### src/rtl/cla_pipe_adder.sv
// Pipelined carry-lookahead adder: WIDTH bits split into STAGES registered CLA segments
// with valid/ready flow control. Define CLA_PIPE_SUB_EN to add the subtract-mode port 'sub'.
module cla_pipe_adder #(
    parameter int unsigned WIDTH  = 32,
    parameter int unsigned STAGES = 2,
    parameter int unsigned GROUP  = 4
) (
    input  logic             clk,
    input  logic             resetn,
    input  logic             in_valid,
    output logic             in_ready,
    input  logic [WIDTH-1:0] a,
    input  logic [WIDTH-1:0] b,
    input  logic             c_in,
`ifdef CLA_PIPE_SUB_EN
    input  logic             sub,
`endif
    output logic             out_valid,
    input  logic             out_ready,
    output logic [WIDTH-1:0] s,
    output logic             c_out,
    output logic             g_out,
    output logic             p_out,
    output logic             ovf
);

    localparam int unsigned SEG  = WIDTH / STAGES;
    localparam int unsigned NGRP = SEG / GROUP;
    localparam int unsigned RW   = SEG + 4;

    // One segment CLA: returns {seg_g, seg_p, carry_into_msb, carry_out, sum}.
    function automatic logic [RW-1:0] seg_add(input logic [SEG-1:0] x,
                                              input logic [SEG-1:0] y,
                                              input logic           cin);
        logic [SEG-1:0] g;
        logic [SEG-1:0] p;
        logic [SEG-1:0] sum;
        logic           c;
        logic           cg;
        logic           gg;
        logic           gp;
        logic           seg_g;
        logic           seg_p;
        logic           c_msb;
        int unsigned    idx;
        g     = x & y;
        p     = x ^ y;
        sum   = '0;
        c     = cin;
        seg_g = 1'b0;
        seg_p = 1'b1;
        c_msb = 1'b0;
        for (int unsigned j = 0; j < NGRP; j++) begin
            gg = 1'b0;
            gp = 1'b1;
            cg = c;
            for (int unsigned i = 0; i < GROUP; i++) begin
                idx      = j * GROUP + i;
                sum[idx] = p[idx] ^ cg;
                c_msb    = cg;
                cg       = g[idx] | (p[idx] & cg);
                gg       = g[idx] | (p[idx] & gg);
                gp       = gp & p[idx];
            end
            // Group carry is resolved from the group G/P, not from the in-group chain.
            c     = gg | (gp & c);
            seg_g = gg | (gp & seg_g);
            seg_p = seg_p & gp;
        end
        return {seg_g, seg_p, c_msb, c, sum};
    endfunction

    logic             st_v [STAGES];
    logic [WIDTH-1:0] st_s [STAGES];
    logic [WIDTH-1:0] st_a [STAGES];
    logic [WIDTH-1:0] st_b [STAGES];
    logic             st_c [STAGES];
    logic             st_g [STAGES];
    logic             st_p [STAGES];
    logic             st_o [STAGES];

    logic             advance;
    logic [WIDTH-1:0] b_eff;
    logic             cin_eff;

    assign advance  = !st_v[STAGES-1] || out_ready;
    assign in_ready = advance;

`ifdef CLA_PIPE_SUB_EN
    assign b_eff   = sub ? ~b : b;
    assign cin_eff = sub | c_in;
`else
    assign b_eff   = b;
    assign cin_eff = c_in;
`endif

    // Each stage adds the segment at the bottom of the remaining operands, then shifts them down.
    for (genvar k = 0; k < STAGES; k++) begin : g_stage
        logic [SEG-1:0]   x;
        logic [SEG-1:0]   y;
        logic             ci;
        logic             prev_v;
        logic             prev_g;
        logic             prev_p;
        logic [WIDTH-1:0] prev_s;
        logic [WIDTH-1:0] rem_a;
        logic [WIDTH-1:0] rem_b;
        logic [RW-1:0]    r;

        if (k == 0) begin : g_first
            assign rem_a  = a;
            assign rem_b  = b_eff;
            assign ci     = cin_eff;
            assign prev_v = in_valid;
            assign prev_s = '0;
            assign prev_g = 1'b0;
            assign prev_p = 1'b1;
        end else begin : g_next
            assign rem_a  = st_a[k-1];
            assign rem_b  = st_b[k-1];
            assign ci     = st_c[k-1];
            assign prev_v = st_v[k-1];
            assign prev_s = st_s[k-1];
            assign prev_g = st_g[k-1];
            assign prev_p = st_p[k-1];
        end

        assign x = rem_a[SEG-1:0];
        assign y = rem_b[SEG-1:0];
        assign r = seg_add(x, y, ci);

        always_ff @(posedge clk) begin
            if (!resetn) begin
                st_v[k] <= 1'b0;
                st_s[k] <= '0;
                st_a[k] <= '0;
                st_b[k] <= '0;
                st_c[k] <= 1'b0;
                st_g[k] <= 1'b0;
                st_p[k] <= 1'b0;
                st_o[k] <= 1'b0;
            end else if (advance) begin
                st_v[k] <= prev_v;
                st_s[k] <= prev_s | (WIDTH'(r[SEG-1:0]) << (k * SEG));
                st_a[k] <= rem_a >> SEG;
                st_b[k] <= rem_b >> SEG;
                st_c[k] <= r[SEG];
                st_o[k] <= r[SEG+1] ^ r[SEG];
                st_p[k] <= r[SEG+2] & prev_p;
                st_g[k] <= r[SEG+3] | (r[SEG+2] & prev_g);
            end
        end
    end

    assign out_valid = st_v[STAGES-1];
    assign s         = st_s[STAGES-1];
    assign c_out     = st_c[STAGES-1];
    assign g_out     = st_g[STAGES-1];
    assign p_out     = st_p[STAGES-1];
    assign ovf       = st_o[STAGES-1];

endmodule
### config.mk
export PLATFORM = sky130hd
export DESIGN_NAME = cla_pipe_adder
export DESIGN_NICKNAME = d
export VERILOG_FILES = /design/src/rtl/cla_pipe_adder.sv
export SDC_FILE = /design/constraint.sdc
export NUM_CORES = 1
export LEC_CHECK = 0
export ABC_AREA = 1
export CAP_MARGIN = 15
export CORE_MARGIN = 1.5
export CORE_UTILIZATION = 50
export CTS_BUF_LIST = sky130_fd_sc_hd__clkbuf_8 sky130_fd_sc_hd__clkbuf_16
export CTS_CLUSTER_DIAMETER = 30
export CTS_CLUSTER_SIZE = 30
export DETAILED_ROUTE_END_ITERATION = 16
export PLACE_DENSITY = 0.84
export SETUP_SLACK_MARGIN = 0.05
export SLEW_MARGIN = 40
export SYNTH_ARGS = -nofsm -noshare
export SYNTH_HDL_FRONTEND = slang
export SYNTH_SLANG_ARGS = --single-unit
### constraint.sdc
create_clock -name clk -period 5.65 [get_ports clk]
set_input_delay 1.4125 -clock clk [delete_from_list [all_inputs] [get_ports clk]]
set_output_delay 1.4125 -clock clk [all_outputs]
set_load 0.02 [all_outputs]
==> key figures, run 1 <==
STA
  – Tmin final: 4310 ps
  – Max Slew Vio Count: 0
  – Clk_skew: 16.2 ps
  – Final worst-path setup slack: roughly 1300 ps
  – Final setup violation count: 0
  – Final Cycle Share: 76.3%
  – Worst Hold Slack: approximately 440 ps
  – Setup TNS: 0 ps
  – Max Fclk: 232 MHz
  – RSZ-0062 raised after global routing: false
  – Final Hold Viols: 0
  – Worst slew pin tran: ~770 ps
  – Slew HR: 48.8%

Power and ir drop
  – Power per cell area: 272 nW/um2
  – IR drop worst, VDD: 0.115 mV
  – Total power: 1.67 mW
  – Leak: 2.82 nW

Clock tree
  – Clk slew on worst S/H paths: approximately 90 ps
  – Post-CTS Setup Inserts: 0
  – H-tree Lvls: 3
  – Clock Sinks: 89
  – Root Buffer: clkbuf_8
  – # hold bufs at CTS: 0
  – Post-CTS sizing: 0
  – Cts bufs inserted: 9
  – CTS tree: yes
  – Clk buf depth: 2
  – Worst skew pair latency: ~360 ps

Global routing
  – Largest net degree at the start of global routing: 86
  – Total grt overflow: 0
  – Vias in the first global route: roughly 3200
  – First-pass GRT wire length: 14700 um
  – Gr usage total: 19.0%
  – Initial antenna violation count: 0

Placed design
  – Placed insts: 635
  – Buffers added on ports: ~110
  – Post-Place Setup Slack: 957 ps
  – Gpl congestion: 0.828
  – DP HPWL: 6510 um
  – Placed cell area: roughly 5900 um2

Synth
  – Area contributors post-synth: edfxtp_1 (53%), fa_1 (10%), ha_1 (8.5%)
  – Synth Warn #: 0
  – Ys flop type: edfxtp_1
  – Gate Count Post-Synth: 425
  – Syn nets: 550
  – Netlist cell types: 25
  – Flops & latches, synth: 89
  – Post-synth top area cell: edfxtp_1
  – Post-synth EDFFs: 84
  – Post-synthesis sequential area ratio: 55.4%
  – Most frequent cells after synthesis: inv_1 (89), edfxtp_1 (84), nor2_1 (82)
  – Top-count cell post-synth: inv_1
  – Ys async rst share: 0%
  – Yosys top cell area share: a little over half
  – Synthesized area per cell: 11.1 um2
  – Syn Std Cell Area: around 4700 um2

Routing
  – DR WL/cell: ~14 um
  – DRC viols: 0
  – Initial DRC count: 98
  – Vias: about 3200
  – Total wire length: ~8900 um
  – Routed vias/inst: just under 5
  – Drt pass-1 iters: 4
  – Number of routed nets with antenna violations: 0

Floorplan
  – Initial core utilization: 51.4%
  – Die Area: approximately 10000 um2
  – Height of the chip: 100 um
  – Die Width: 100 um
  – Core area: just over 9000 um2
  – Std-Cell Rows: 35
  – Boundary Pins: 107

Setup path
  – Critical Path Fanout Max: 3
  – Critical path launch point type: input pin
  – Critical Path Sink Type: flop
  – Critical Path RT: about 5800 ps
  – Type of the worst setup path: in -> reg
  – CP arrival: 4410 ps

Run status
  – Status: completed

Flow run
  – Max-Cap Viols: 0

Finish
  – Final non-filler cell total: 651
  – Final core utilization: between 60 and 70%
  – Area Growth Syn to Fin: 30.1%
  – Layout cells sized above 1: 6.30%
  – Nets: 660
  – Post-route cell area: between 6000 and 7000 um2
  – ANT cells: 0

Worst hold path
  – Worst hold path class: reg -> reg
## path summary, 6_finish.rpt
kind / slack [ps] / cells after the start / end / startpoint
max: 1340 / 15 / st_s[0][15] / a[2]
min reg2reg: 440 / 2 / st_v[1] / st_v[0]
min: 440 / 2 / st_v[1] / st_v[0]
max reg2reg: 2500 / 16 / st_s[1][31] / st_a[0][1]
## cell type report
cell class	instances	area [um2]
clock buffers	10	138
flip-flops and latches	89	2620
inverters	91	342
clock inverters	6	91.3
fillers	699	3050
repair buffers	108	1080
multi-input cells	236	1740
well taps	111	139
## critical path: stages
cell             delay, ps
clkdlybuf4s50_1        450
ha_1                   350
a21oi_1                130
nand2_1                 60
a21oi_1                180
o21ai_1                140
nand2_1                 80
nand2_1                 80
nand2_1                 70
nand2_1                 80
fa_1                   390
fa_1                   400
fa_1                   380
xnor2_1                150
nor2_1                  50
## power breakdown
group | switching, mW | internal (mW)
Sequential | 0.0277 | 0.800
Clock | 0.233 | 0.263
Combinational | 0.178 | 0.169
## flip-flops by register name, indices dropped and copies added, names as in the netlist
signal,count
st_a,16
st_o,1
st_b,16
st_s,48
st_p,2
st_g,2
st_v,2
st_c,2
## cells in the final DEF (no fill, tap or decap)
cell	netlist	layout
clkdlybuf4s50_1	0	106
fa_1	24	24
xnor2_1	8	8
clkinv_4	0	3
inv_1	89	89
edfxtp_1	84	84
nand2_1	34	33
dfxtp_1	5	5
nand3_1	13	12
buf_6	1	1
nand2_2	7	8
a21boi_0	2	2
nand3_2	1	1
inv_2	2	2
nor4_1	1	1
buf_4	0	1
o21a_1	1	1
a21oi_1	13	13
o21ai_1	3	3
nor2_1	82	82
nor3_1	1	1
bufinv_16	0	2
nand3_4	0	1
clkinv_2	0	1
ha_1	32	32
a21oi_4	2	2
nand4_1	6	6
o21ai_0	3	3
clkbuf_8	0	10
o21bai_1	1	1
nor2_2	2	2
## routing by layer
layer | vias up | part of all wire (%) | track usage [%]
met5 | - | 0 | 0
met1 | 1488 | 41 | 21.9
met4 | 0 | 1.5 | 7.15
li1 | 1573 | - | -
met3 | 12 | 5.3 | 3.97
met2 | 93 | 52 | 34.6
## cells by family after synthesis
family,Yosys count,share of synthesized area (%)
AO/OA/AOI/OAI,25,3.33
XOR/XNOR,8,1.48
adder cells (fa/ha/maj),56,18.6
buffers and inverters,100,8.10
flip-flops,89,55.4
AND/OR/NAND/NOR,147,13.0
Power figures use the tool's default switching activity.
==> inputs of run 2 (changes only) <==
==> constraint.sdc (replaced) <==
create_clock -name clk -period 4.19 [get_ports clk]
set_input_delay 1.0475 -clock clk [delete_from_list [all_inputs] [get_ports clk]]
set_output_delay 1.0475 -clock clk [all_outputs]
set_load 0.02 [all_outputs]
==> run 2 against run 1 <==
Compared with the run above:
- clock skew shrank 4.4 ps
- utilization grew 0.45 points
- cell area grew 0.67%
- count of clock-buffer cells in the layout is the same
- final cell count grew 0.77%
- first-iteration DRC count shrank 17%
- combinational power grew 36%
- clock power grew 30%
- flip-flop and latch count is the same
- register-to-register slack lost 1500 ps
- critical path type unchanged
- critical endpoint unchanged
- largest power group unchanged
==> key figures, run 2 (synthesized netlist as in run 1, its figures left out) <==
Clock tree
  – Root Buffer: clkbuf_8
  – Clk buf depth: 2
  – Clk slew on worst S/H paths: 80 ps
  – Clock Sinks: 89
  – Worst skew pair latency: between 300 and 400 ps
  – Cts bufs inserted: 9
  – CTS tree: yes
  – H-tree Lvls: 3

STA
  – Clk_skew: approximately 12 ps
  – Final Hold Viols: 0
  – Final setup violation count: 0
  – Slew HR: 59.7%
  – RSZ-0062 raised after global routing: false
  – Worst slew pin tran: 604 ps
  – Setup TNS: 0 ps
  – Max Fclk: between 200 and 300 MHz
  – Tmin final: 3900 ps
  – Final Cycle Share: 93.0%
  – Final worst-path setup slack: 292 ps
  – Max Slew Vio Count: 0
  – Worst Hold Slack: 442 ps

Routing
  – Vias: 3199
  – Number of routed nets with antenna violations: 0
  – Initial DRC count: 81
  – DR WL/cell: between 10 and 15 um
  – Routed vias/inst: 4.88
  – Drt pass-1 iters: 4
  – Total wire length: roughly 8700 um
  – DRC viols: 0

Floorplan
  – Std-Cell Rows: 35
  – Initial core utilization: roughly half
  – Die Area: around 10000 um2
  – Height of the chip: 100 um
  – Core area: about 9000 um2
  – Boundary Pins: 107
  – Die Width: 100 um

Finish
  – Max reg flops: 48
  – Nets: 665
  – Largest regs: st_s: 48 flops, st_a: 16 flops, st_b: 16 flops
  – Layout cells sized above 1: under 10%
  – Area Growth Syn to Fin: 30.9%
  – ANT cells: 0
  – Largest register by flop count: st_s
  – Commonest non-fill, non-tap cell in the layout: clkdlybuf4s50_1
  – Leading cell types in the layout, fill and taps excluded: clkdlybuf4s50_1 (106), inv_1 (90), edfxtp_1 (84), nor2_1 (82), nand2_1 (33)

Power and ir drop
  – Total power: around 2.2 mW
  – Power per cell area: 360 nW/um2
  – Net Sw Power: 0.570 mW
  – Clk pwr share: 28.9%
  – Part of the power in registers: approximately half
  – Sw Share: about a quarter
  – Leak: 2.85 nW
  – Logic gate share of total power: about a fifth
  – Internal Power: 1.66 mW
  – IR drop worst, VDD: 0.156 mV

Run status
  – Status: completed

Setup path
  – CP arrival: 4000 ps
  – Critical Path Fanout Max: 3
  – Critical Path Sink Type: flop
  – Type of the worst setup path: in -> reg
  – Critical Path RT: around 4300 ps
  – Critical path launch point type: input pin

Flow run
  – Max-Cap Viols: 0

Placed design
  – Buffers added on ports: 106
  – Post-Place Setup Slack: -87.5 ps
  – Gpl congestion: 0.799
  – DP HPWL: between 6000 and 7000 um

Global routing
  – Gr usage total: 18.6%
  – Largest net degree at the start of global routing: 53
  – Total grt overflow: 0
  – Initial antenna violation count: 0
  – Vias in the first global route: between 3000 and 4000
  – First-pass GRT wire length: 14500 um

Worst hold path
  – Worst hold path class: reg -> reg
==> run 2: cell types whose count changed in the layout (fill, tap and decap cells not counted), sizes merged <==
cell    previous run  this run
clkinv             4         2
inv               91        93
buf                2         7
==> run 2: worst paths after layout <==
| check | startpoint | endpoint | slack, ps | cells past startpoint |
|---|---|---|---|---|
| setup / recovery | a[2] | st_s[0][15] | 290 | 15 |
| hold / removal | st_v[0] | st_v[1] | 440 | 2 |
| setup reg to reg | st_a[0][1] | st_s[1][31] | 1030 | 16 |
| hold reg to reg | st_v[0] | st_v[1] | 440 | 2 |
==> run 2: what timing repair did <==
action | in CTS | in global routing
resized for setup | 0 | 1
setup endpoints to repair | 0 | 1
hold buffers | 0 | 0
setup buffers | 0 | 0
==> run 2: final cells by class <==
cell class / instances / area [um2]
fill: 686 / 3000
sequential: 89 / 2620
multi-input combinational: 236 / 1740
timing repair buffer: 113 / 1130
inverter: 91 / 342
tap: 111 / 139
clock buffer: 10 / 138
clock inverter: 6 / 82.6
==> run 2: per-layer routing <==
layer  wire length, um  up-vias  GRT usage (%)
met5                 0        -              0
met4               134        0           6.07
met3               529       13           5.08
met2              4510       97           32.9
met1              3530     1508           21.9
li1                  -     1581              -
==> run 2: stage by stage <==
step / util (%) / std cells / cell area (um2)
5_1_grt: 67.3 / 656 / 6190
3_5_place_dp: 64.9 / 640 / 5970
6_report: 67.3 / 656 / 6190
4_1_cts: 67.3 / 656 / 6190
2_1_floorplan: - / 425 / 4730
3_3_place_gp: 64.9 / 640 / 5970
==> run 2: critical path: stages <==
cell and delay (ps):
clkdlybuf4s50_1 440, ha_1 340, a21oi_1 130, nand2_1 60, a21oi_1 200, o21ai_2 110
nand2_1 70, nand2_1 80, nand2_1 70, nand2_1 80, fa_1 380, fa_1 400
fa_1 390, xnor2_1 140, nor2_1 50
==> run 2: power groups by stage <==
| stage | registers [mW] | clock network, mW | logic [mW] |
|---|---|---|---|
| 2_1_floorplan | 1.19 | 0 | 0.205 |
| 3_3_place_gp | 1.13 | 0 | 0.456 |
| 3_5_place_dp | 1.14 | 0 | 0.473 |
| 4_1_cts | 1.12 | 0.659 | 0.476 |
| 5_1_grt | 1.13 | 0.691 | 0.526 |
| 6_report | 1.11 | 0.644 | 0.473 |
